### src/rtl/byte_lane_dly_loader_if.sv
//==============================================================================
// byte_lane_dly_loader_if : command-side and PHY-side signals of the delay loader.
// Optional readback port enabled by BYTE_LANE_DLY_LOADER_READBACK_EN. Rev 1.0
//==============================================================================
`default_nettype none

interface byte_lane_dly_loader_if #(
  parameter int LANE_AW = 2
);
  localparam int NL = 2**LANE_AW;

  logic                 wr_en;
  logic [LANE_AW+4:0]   wr_addr;
  logic [7:0]           wr_data;
  logic                 start;
  logic [NL-1:0]        lane_mask;
  logic [8*NL-1:0]      dly_data;
  logic [4:0]           dly_addr;
  logic [NL-1:0]        ld_delay;
  logic                 set;
  logic                 busy;
  logic                 done;
`ifdef BYTE_LANE_DLY_LOADER_READBACK_EN
  logic [LANE_AW+4:0]   rd_addr;
  logic [7:0]           rd_data;

  modport master (
    output wr_en, wr_addr, wr_data, start, lane_mask, rd_addr,
    input  dly_data, dly_addr, ld_delay, set, busy, done, rd_data
  );
  modport slave (
    input  wr_en, wr_addr, wr_data, start, lane_mask, rd_addr,
    output dly_data, dly_addr, ld_delay, set, busy, done, rd_data
  );
`else
  modport master (
    output wr_en, wr_addr, wr_data, start, lane_mask,
    input  dly_data, dly_addr, ld_delay, set, busy, done
  );
  modport slave (
    input  wr_en, wr_addr, wr_data, start, lane_mask,
    output dly_data, dly_addr, ld_delay, set, busy, done
  );
`endif

endinterface

`default_nettype wire

### src/rtl/byte_lane_dly_loader.sv
//==============================================================================
// byte_lane_dly_loader : shadow delay table streamed into PHY byte lanes, then set.
// Optional readback port: BYTE_LANE_DLY_LOADER_READBACK_EN. Rev 1.0
//==============================================================================
`default_nettype none

module byte_lane_dly_loader #(
  parameter int LANE_AW  = 2,
  parameter int OUT_LAST = 9,
  parameter int IN_LAST  = 8
) (
  input  wire logic             clk_div,
  input  wire logic             rst,
  byte_lane_dly_loader_if.slave bus
);

  localparam int          c_NL        = 2**LANE_AW;
  localparam int          c_ENTRIES   = c_NL * 32;
  localparam logic [4:0]  c_OUT_LAST  = 5'(OUT_LAST);
  localparam logic [4:0]  c_LAST_STEP = 5'(16 + IN_LAST);

  typedef enum logic [1:0] {
    S_IDLE = 2'd0,
    S_LOAD = 2'd1,
    S_SET  = 2'd2
  } state_t;

  state_t              r_state;
  state_t              w_state_nxt;
  logic [7:0]          r_table [0:c_ENTRIES-1];
  logic [4:0]          r_dly_addr;
  logic [8*c_NL-1:0]   r_dly_data;
  logic [c_NL-1:0]     r_mask;
  logic                r_done;
  logic [4:0]          w_rd_addr;
  logic [4:0]          w_step_nxt;
  logic [8*c_NL-1:0]   w_rd_data;
  logic                w_advance;
  logic                w_accept;
  logic                w_wr_ok;
  logic [c_NL-1:0]     w_ld_delay;
  logic                w_set;
  logic                w_busy;

  assign w_wr_ok    = bus.wr_en && (r_state == S_IDLE);
  assign w_step_nxt = (r_dly_addr == c_OUT_LAST) ? 5'd16 : r_dly_addr + 5'd1;

  always_ff @(posedge clk_div) begin
    if (rst) r_state <= S_IDLE;
    else     r_state <= w_state_nxt;
  end

  // The read address runs one step ahead of dly_addr so the registered table read lines up.
  always_comb begin
    w_state_nxt = r_state;
    w_rd_addr   = r_dly_addr;
    w_advance   = 1'b0;
    w_accept    = 1'b0;
    w_ld_delay  = '0;
    w_set       = 1'b0;
    w_busy      = 1'b0;
    case (r_state)
      S_IDLE: begin
        if (bus.start) begin
          w_state_nxt = S_LOAD;
          w_rd_addr   = 5'd0;
          w_advance   = 1'b1;
          w_accept    = 1'b1;
        end
      end
      S_LOAD: begin
        w_busy     = 1'b1;
        w_ld_delay = r_mask;
        if (r_dly_addr == c_LAST_STEP) begin
          w_state_nxt = S_SET;
        end else begin
          w_rd_addr = w_step_nxt;
          w_advance = 1'b1;
        end
      end
      S_SET: begin
        w_busy      = 1'b1;
        w_set       = 1'b1;
        w_state_nxt = S_IDLE;
      end
      default: w_state_nxt = S_IDLE;
    endcase
  end

  always_ff @(posedge clk_div) begin
    if (w_wr_ok) r_table[bus.wr_addr] <= bus.wr_data;
  end

  // Forward a same-cycle write so a start issued with a write sees the new value.
  for (genvar k = 0; k < c_NL; k++) begin : g_lane
    logic [LANE_AW+4:0] w_idx;
    assign w_idx = {LANE_AW'(k), w_rd_addr};
    assign w_rd_data[8*k +: 8] = (w_wr_ok && (bus.wr_addr == w_idx)) ? bus.wr_data
                                                                     : r_table[w_idx];
  end

  always_ff @(posedge clk_div) begin
    if (rst) begin
      r_dly_addr <= 5'd0;
      r_dly_data <= '0;
      r_mask     <= '0;
      r_done     <= 1'b0;
    end else begin
      r_done <= (r_state == S_SET);
      if (w_accept) r_mask <= bus.lane_mask;
      if (w_advance) begin
        r_dly_addr <= w_rd_addr;
        r_dly_data <= w_rd_data;
      end
    end
  end

`ifdef BYTE_LANE_DLY_LOADER_READBACK_EN
  logic [7:0] r_rd_data;

  always_ff @(posedge clk_div) begin
    if (rst) r_rd_data <= 8'd0;
    else     r_rd_data <= r_table[bus.rd_addr];
  end

  assign bus.rd_data = r_rd_data;
`endif

  assign bus.dly_addr = r_dly_addr;
  assign bus.dly_data = r_dly_data;
  assign bus.ld_delay = w_ld_delay;
  assign bus.set      = w_set;
  assign bus.busy     = w_busy;
  assign bus.done     = r_done;

endmodule

`default_nettype wire

### src/flat_wrapper.sv
// flat-port wrapper written by rule: the top's interface ports become plain ports
module byte_lane_dly_loader_flat 
#(
  parameter int LANE_AW  = 2,
  parameter int OUT_LAST = 9,
  parameter int IN_LAST  = 8
)
  (clk_div, rst, bus_wr_en, bus_wr_addr, bus_wr_data, bus_start, bus_lane_mask, bus_dly_data, bus_dly_addr, bus_ld_delay, bus_set, bus_busy, bus_done);
  byte_lane_dly_loader_if #(.LANE_AW(LANE_AW)) bus_i ();
  input  wire logic clk_div;
  input  wire logic rst;
  input wire logic [$bits(bus_i.wr_en)-1:0] bus_wr_en;
  input wire logic [$bits(bus_i.wr_addr)-1:0] bus_wr_addr;
  input wire logic [$bits(bus_i.wr_data)-1:0] bus_wr_data;
  input wire logic [$bits(bus_i.start)-1:0] bus_start;
  input wire logic [$bits(bus_i.lane_mask)-1:0] bus_lane_mask;
  output wire logic [$bits(bus_i.dly_data)-1:0] bus_dly_data;
  output wire logic [$bits(bus_i.dly_addr)-1:0] bus_dly_addr;
  output wire logic [$bits(bus_i.ld_delay)-1:0] bus_ld_delay;
  output wire logic [$bits(bus_i.set)-1:0] bus_set;
  output wire logic [$bits(bus_i.busy)-1:0] bus_busy;
  output wire logic [$bits(bus_i.done)-1:0] bus_done;
  assign bus_i.wr_en = bus_wr_en;
  assign bus_i.wr_addr = bus_wr_addr;
  assign bus_i.wr_data = bus_wr_data;
  assign bus_i.start = bus_start;
  assign bus_i.lane_mask = bus_lane_mask;
  assign bus_dly_data = bus_i.dly_data;
  assign bus_dly_addr = bus_i.dly_addr;
  assign bus_ld_delay = bus_i.ld_delay;
  assign bus_set = bus_i.set;
  assign bus_busy = bus_i.busy;
  assign bus_done = bus_i.done;
  byte_lane_dly_loader #(.LANE_AW(LANE_AW), .OUT_LAST(OUT_LAST), .IN_LAST(IN_LAST)) u_core (.clk_div(clk_div), .rst(rst), .bus(bus_i));
endmodule
### config.mk
export PLATFORM = sky130hd
export DESIGN_NAME = byte_lane_dly_loader_flat
export DESIGN_NICKNAME = d
export VERILOG_FILES = /design/src/rtl/byte_lane_dly_loader_if.sv /design/src/rtl/byte_lane_dly_loader.sv /design/src/flat_wrapper.sv
export SDC_FILE = /design/constraint.sdc
export NUM_CORES = 1
export LEC_CHECK = 0
export CORE_ASPECT_RATIO = 0.7
export CORE_MARGIN = 2
export CORE_UTILIZATION = 24
export CTS_CLUSTER_DIAMETER = 30
export DETAILED_ROUTE_END_ITERATION = 6
export GPL_ROUTABILITY_DRIVEN = 0
export PLACE_DENSITY_LB_ADDON = 0.2
export SKIP_CTS_REPAIR_TIMING = 1
export SLEW_MARGIN = 0
export SYNTH_ARGS = -nofsm -noshare
export SYNTH_HDL_FRONTEND = slang
export SYNTH_SLANG_ARGS = --single-unit
### constraint.sdc
create_clock -name clk_div -period 5.4 [get_ports clk_div]
set_input_delay 1.08 -clock clk_div [delete_from_list [all_inputs] [get_ports clk_div]]
set_output_delay 1.08 -clock clk_div [all_outputs]
set_load 0.05 [all_outputs]
==> flow_summary.ini, run 1 <==
[worst_setup_path]
r2r-end = u_core.bus.dly_data[1]
worstPathRequired_ps = 6130
cp-start-kind = register
rrSetupSlack_ps = 1170
crit_path_max_fanout = 55
arrival_ps = 4970
rr_worst_depth = 12
path_delay_family = simple AND/OR/NAND/NOR gates
path_cells = inv_1, ha_1, mux2i_1, o21ai_1, and2_4, buf_12, buf_4, nand2_1, a32oi_1, o22ai_1, nor4_1, a21o_1
r2r_start = u_core.r_state[1]
crit_type = reg -> reg
cp-end-kind = register
crit_buf_inv = 3
worst_path_max_delay_cell = nor4_1
max_stage_delay_ps = 810

[synth]
ys_warn_count = 0
ys_seq_elements = 1068
ys_seq_area_frac = 0.750
synth_top_area_share = 0.729
netlist_top_cells_area = edfxtp_1 (73%), nand2_1 (7.0%), a32oi_1 (5.0%), a21oi_1 (3.3%), dfxtp_1 (2.1%)
syn_area_um2 = 42200
async_flop_share = 0
yosysTopAreaCell = edfxtp_1
synth_edf_count = 1024
synthCells = 3103
postSynthAreaPerCell_um2 = 13.6
synth_ff_type = edfxtp_1
yosys.cell_types.count = 52
netlist_top_cells_count = edfxtp_1 (1024), nand2_1 (785), a21oi_1 (281)
synth_fp_nets = 3133
synth.most_common_cell = edfxtp_1

[floorplan]
num_rows = 128
start_util = 0.242
core_area_um2 = 174000
die_h_um = 355
boundaryPins = 67
die-area_um2 = 179000
fp.dieW_um = 505

[detailed_routing]
wirelength_mm = 138
wire_per_inst_um = 23.8
drcViolationCount = 0
drt_iter0_drc = 2813
vias_per_cell = 4.71
ant_nets = 0
drt_first_pass_iters = 5
vias = 27200

[pwr]
p_sw_frac = 0.248
leakage_nw = 16.7
pwr-share-clk = 0.522
p_per_area_nw_per_um2 = 442
ir_drop_mv = 0.278
power_frac_comb = 0.080
power.total_mw = 23.2
p_seq_frac = 0.398
p_switching_mw = 5.77
p_int_mw = 17.5

[global_route]
grt_use_total = 0.151
antenna_found_initial = 13
grt_max_degree = 117
grt_pass1_wl_mm = 195
grt_overflow = 0
grt_pass1_vias = 25600

[clock_network]
cts_root_buf = clkbuf_16
clock_tree.buffer_depth = 3
htree_levels = 4
tritoncts = built
cts_made_buffers = 192
cts_sinks = 1068
path_clk_slew_ps = 50
clock_latency_ps = 800

[cells_and_area]
fin_util = 0.302
instances_no_fill = 5768
fin_nets = 3293
area_delta_synth_final_pct = 24.6
drive_above_1_share = 0.139
fin_area_um2 = 52600
fill_cells = 17500

[timing]
setup_viol = 0
finClkSkew_ps = 23.2
hold_viol_final = 0
timing.final.crit_share = 0.784
hold_slack_ps = 447
fin_ws_ps = 1170
fmax_ghz = 0.236
rsz0062_at_grt = no
max_slew_margin = 0.264
setup-tns-final_ps = 0
tightest_slew_ps = 1100
slew_violations = 0
fin_crit_ps = 4230

[placement]
dpl-instance-area_um2 = 46000
dp.cells = 5409
dp_hpwl_mm = 85.4
place_ws_ps = 421
io_buffers = 66

[status]
outcome = complete, no violations

[min_path]
min-delay-start = u_core.r_mask[0]
min_path_cells = 2
worstHoldEndpoint = u_core.r_mask[0]
worst_hold_path_type = reg -> reg

[run]
max_cap_violations = 0
[cells in the final DEF (no fill, tap or decap), types with 6 or more instances in the layout]
cell type | Yosys | final
inv_6 | 0 | 13
clkinv_4 | 0 | 21
and3_1 | 6 | 6
nor4_1 | 26 | 25
nor3b_1 | 10 | 10
a22oi_1 | 15 | 15
nor2_1 | 140 | 140
clkbuf_16 | 0 | 192
nand3_1 | 17 | 15
clkinvlp_4 | 0 | 16
bufinv_16 | 0 | 24
inv_1 | 7 | 7
or4_1 | 8 | 8
clkinv_1 | 0 | 27
clkinv_8 | 0 | 6
ha_1 | 7 | 7
or2_2 | 6 | 6
clkinv_2 | 0 | 23
o22ai_1 | 128 | 128
nor2b_1 | 8 | 7
buf_4 | 9 | 115
and2_1 | 10 | 9
dfxtp_1 | 44 | 44
clkbuf_1 | 65 | 24
a21o_1 | 25 | 25
edfxtp_1 | 1024 | 1024
buf_12 | 0 | 25
nand2_1 | 785 | 781
nand4_1 | 9 | 9
a22o_1 | 24 | 24
a21oi_1 | 281 | 281
a32oi_1 | 242 | 242
clkdlybuf4s50_1 | 0 | 58
[power by group through the flow]
stage	clock, mW	combinational (mW)	sequential (mW)
floorplan	0	0.829	9.50
global placement	0	1.87	9.43
detailed placement	0	1.86	9.43
CTS	12.3	1.86	9.27
global route	12.7	1.98	9.25
finish	12.1	1.86	9.25
[flip-flops by register name, summed over array words and instances (netlist names)]
register	cells
u_core.bus.dly_addr	5
u_core.bus.done	1
u_core.r_state	2
u_core.r_mask	4
u_core.r_table	1024
u_core.bus.dly_data	32
[worst max path at each step]
| stage | depth (start not counted) | start | slack (ps) | endpoint |
|---|---|---|---|---|
| after CTS | 12 | u_core.r_state[1] | 1210 | u_core.bus.dly_data[7] |
| after floorplan | 12 | bus_start | 2090 | u_core.bus.dly_data[29] |
| final | 12 | u_core.r_state[1] | 1170 | u_core.bus.dly_data[1] |
| after global routing | 12 | u_core.r_state[1] | 1010 | u_core.bus.dly_data[7] |
| after detailed placement | 11 | bus_start | 420 | u_core.bus.dly_data[7] |
| after global placement | 11 | bus_start | 400 | u_core.bus.dly_data[4] |
[final cells by class]
cell class / instances / area (µm²) / area share
timing repair buffer: 198 / 1940 / 0.0370
inverter: 7 / 26.3 / 0.000500
antenna: 2 / 5.00 / 0.0000952
clock buffer: 218 / 4920 / 0.0937
sequential: 1068 / 31600 / 0.602
multi-input combinational: 1796 / 9480 / 0.180
clock inverter: 139 / 1620 / 0.0308
tap: 2340 / 2930 / 0.0557
[cells by family (layout without fill, tap and decap cells)]
logic type	after synthesis	after routing	synth area share
fa+ha+maj	7	7	0.00208
xor+xnor	4	4	0.000831
flops	1068	1068	0.750
mux	3	3	0.000860
compound gates	736	736	0.119
other cells	0	2	0
simple gates	1046	1046	0.101
buf+inv	239	562	0.0266
[worst register-to-register path: stages (launching register included)]
cell and delay (ps):
dfxtp_1 310, inv_1 110, ha_1 520, mux2i_1 200, o21ai_1 430, and2_4 340, buf_12 270, buf_4 330
nand2_1 70, a32oi_1 380, o22ai_1 180, nor4_1 810, a21o_1 220
[routing by layer]
metal,routed length (µm),track usage,vias to the layer above
met5,0,0,-
met4,3510,0.0508,0
met3,9650,0.0361,184
met2,57800,0.212,918
met1,66600,0.224,13800
li1,-,-,12300
(Power assumes the default switching activity.)
==> inputs of run 2 (changes only) <==
clock period = 3.43 ns   (was 5.4 ns; I/O delays follow)
==> flow_summary.ini, run 2 (same netlist as run 1, synthesis figures left out) <==
[status]
outcome = complete, no violations

[placement]
io_buffers = 66
dp.cells = 5764
dp_hpwl_mm = 93.7

[pwr]
power_frac_comb = 0.089
p_switching_mw = 9.29
p_sw_frac = 0.247
leakage_nw = 18.8
p_per_area_nw_per_um2 = 670
pwr-share-clk = 0.523
ir_drop_mv = 0.498
p_seq_frac = 0.388
p_int_mw = 28.3
power.total_mw = 37.6

[detailed_routing]
wire_per_inst_um = 23.2
drt_iter0_drc = 2848
met1_length_mm = 71.6
vias_per_cell = 4.64
wirelength_mm = 142
ant_nets = 0
drt_first_pass_iters = 7
drcViolationCount = 0
vias = 28500
dr_wl_met2_mm = 58.7
met3WireLength_mm = 9.39
top_layer = met4

[cells_and_area]
top_register = u_core.r_table
final_common_cell = edfxtp_1
area_delta_synth_final_pct = 33.0
largest_reg_flops = 1024
fill_cells = 17300
fin_nets = 3651
layout_common_cells = edfxtp_1 (1024), nand2_1 (781), buf_4 (434)
instances_no_fill = 6129
drive_above_1_share = 0.228

[timing]
setup_viol = 0
finClkSkew_ps = 47.7
timing.final.crit_share = 0.978
hold_viol_final = 0
fin_crit_ps = 3360
slew_violations = 0
max_slew_margin = 0.267
tightest_slew_ps = 1100
rsz0062_at_grt = no
fmax_ghz = 0.298

[global_route]
grt_overflow = 0
grt_max_degree = 104
grt_pass1_vias = 27500
grt_pass1_wl_mm = 204
antenna_found_initial = 6
grt_use_total = 0.156

[clock_network]
tritoncts = built
htree_levels = 4
clock_latency_ps = 810
path_clk_slew_ps = 50
clock_tree.buffer_depth = 3
cts_sinks = 1068
cts_made_buffers = 193
cts_root_buf = clkbuf_16

[worst_setup_path]
worstPathRequired_ps = 4110
cp-end-kind = register
crit_path_max_fanout = 16
cp-start-kind = register
crit_type = reg -> reg
arrival_ps = 4040

[floorplan]
fp.dieW_um = 505
start_util = 0.242
die-area_um2 = 179000
core_area_um2 = 174000
num_rows = 128
die_h_um = 355
boundaryPins = 67

[min_path]
worst_hold_path_type = in -> reg

[run]
max_cap_violations = 0
[run 2: critical path, stage by stage (launching register included)]
cell,delay (ps)
dfxtp_1,310
inv_1,120
ha_2,290
mux2_1,360
o21ai_1,200
buf_4,180
a32o_1,200
buf_4,150
nand3_2,270
buf_12,280
o22ai_1,510
nor4_1,140
a21o_1,210
[run 2: stage by stage]
stage | instance area (µm²) | utilization | TNS, ps | hold WS, ps | worst slack [ps]
2_1_floorplan | 42200 | - | 0 | 432 | 227
3_3_place_gp | 49200 | 0.282 | -8770 | 440 | -471
3_5_place_dp | 49200 | 0.282 | -8780 | 445 | -403
4_1_cts | 55900 | 0.321 | -54.3 | 206 | -18.8
5_1_grt | 56100 | 0.322 | 0 | 223 | 7.82
6_report | 56100 | 0.322 | 0 | 242 | 74.8
[run 2: area by class of cell]
cell class / instances / area (µm²) / area share
repair buffers: 555 / 5100 / 0.0910
multi-input cells: 1796 / 9630 / 0.172
well taps: 2340 / 2930 / 0.0522
flip-flops and latches: 1068 / 31600 / 0.564
clock inverters: 141 / 1810 / 0.0323
clock buffers: 218 / 4930 / 0.0880
diodes: 4 / 10.0 / 0.000179
inverters: 7 / 26.3 / 0.000469
[run 2: power groups by stage]
stage          Clock [mW]  Sequential, mW  Combinational (mW)
2_1_floorplan           0            15.0                1.31
4_1_cts              20.0            14.6                3.33
3_3_place_gp            0            14.8                3.33
5_1_grt              20.6            14.6                3.56
3_5_place_dp            0            14.8                3.32
6_report             19.6            14.6                3.35
[run 2: worst paths after layout]
path | from | endpoint | slack [ps] | cells after the start
setup reg to reg | u_core.r_state[1] | u_core.bus.dly_data[24] | 70 | 12
hold reg to reg | u_core.r_mask[0] | u_core.r_mask[0] | 450 | 2
setup / recovery | u_core.r_state[1] | u_core.bus.dly_data[24] | 70 | 12
hold / removal | bus_wr_data[7] | u_core.r_table[100][7] | 240 | 1
[run 2: per-layer routing]
layer  GRT usage  up-vias
li1            -    12900
met1       0.241    14400
met2       0.217      914
met3      0.0332      179
met4      0.0407        0
met5           0        -
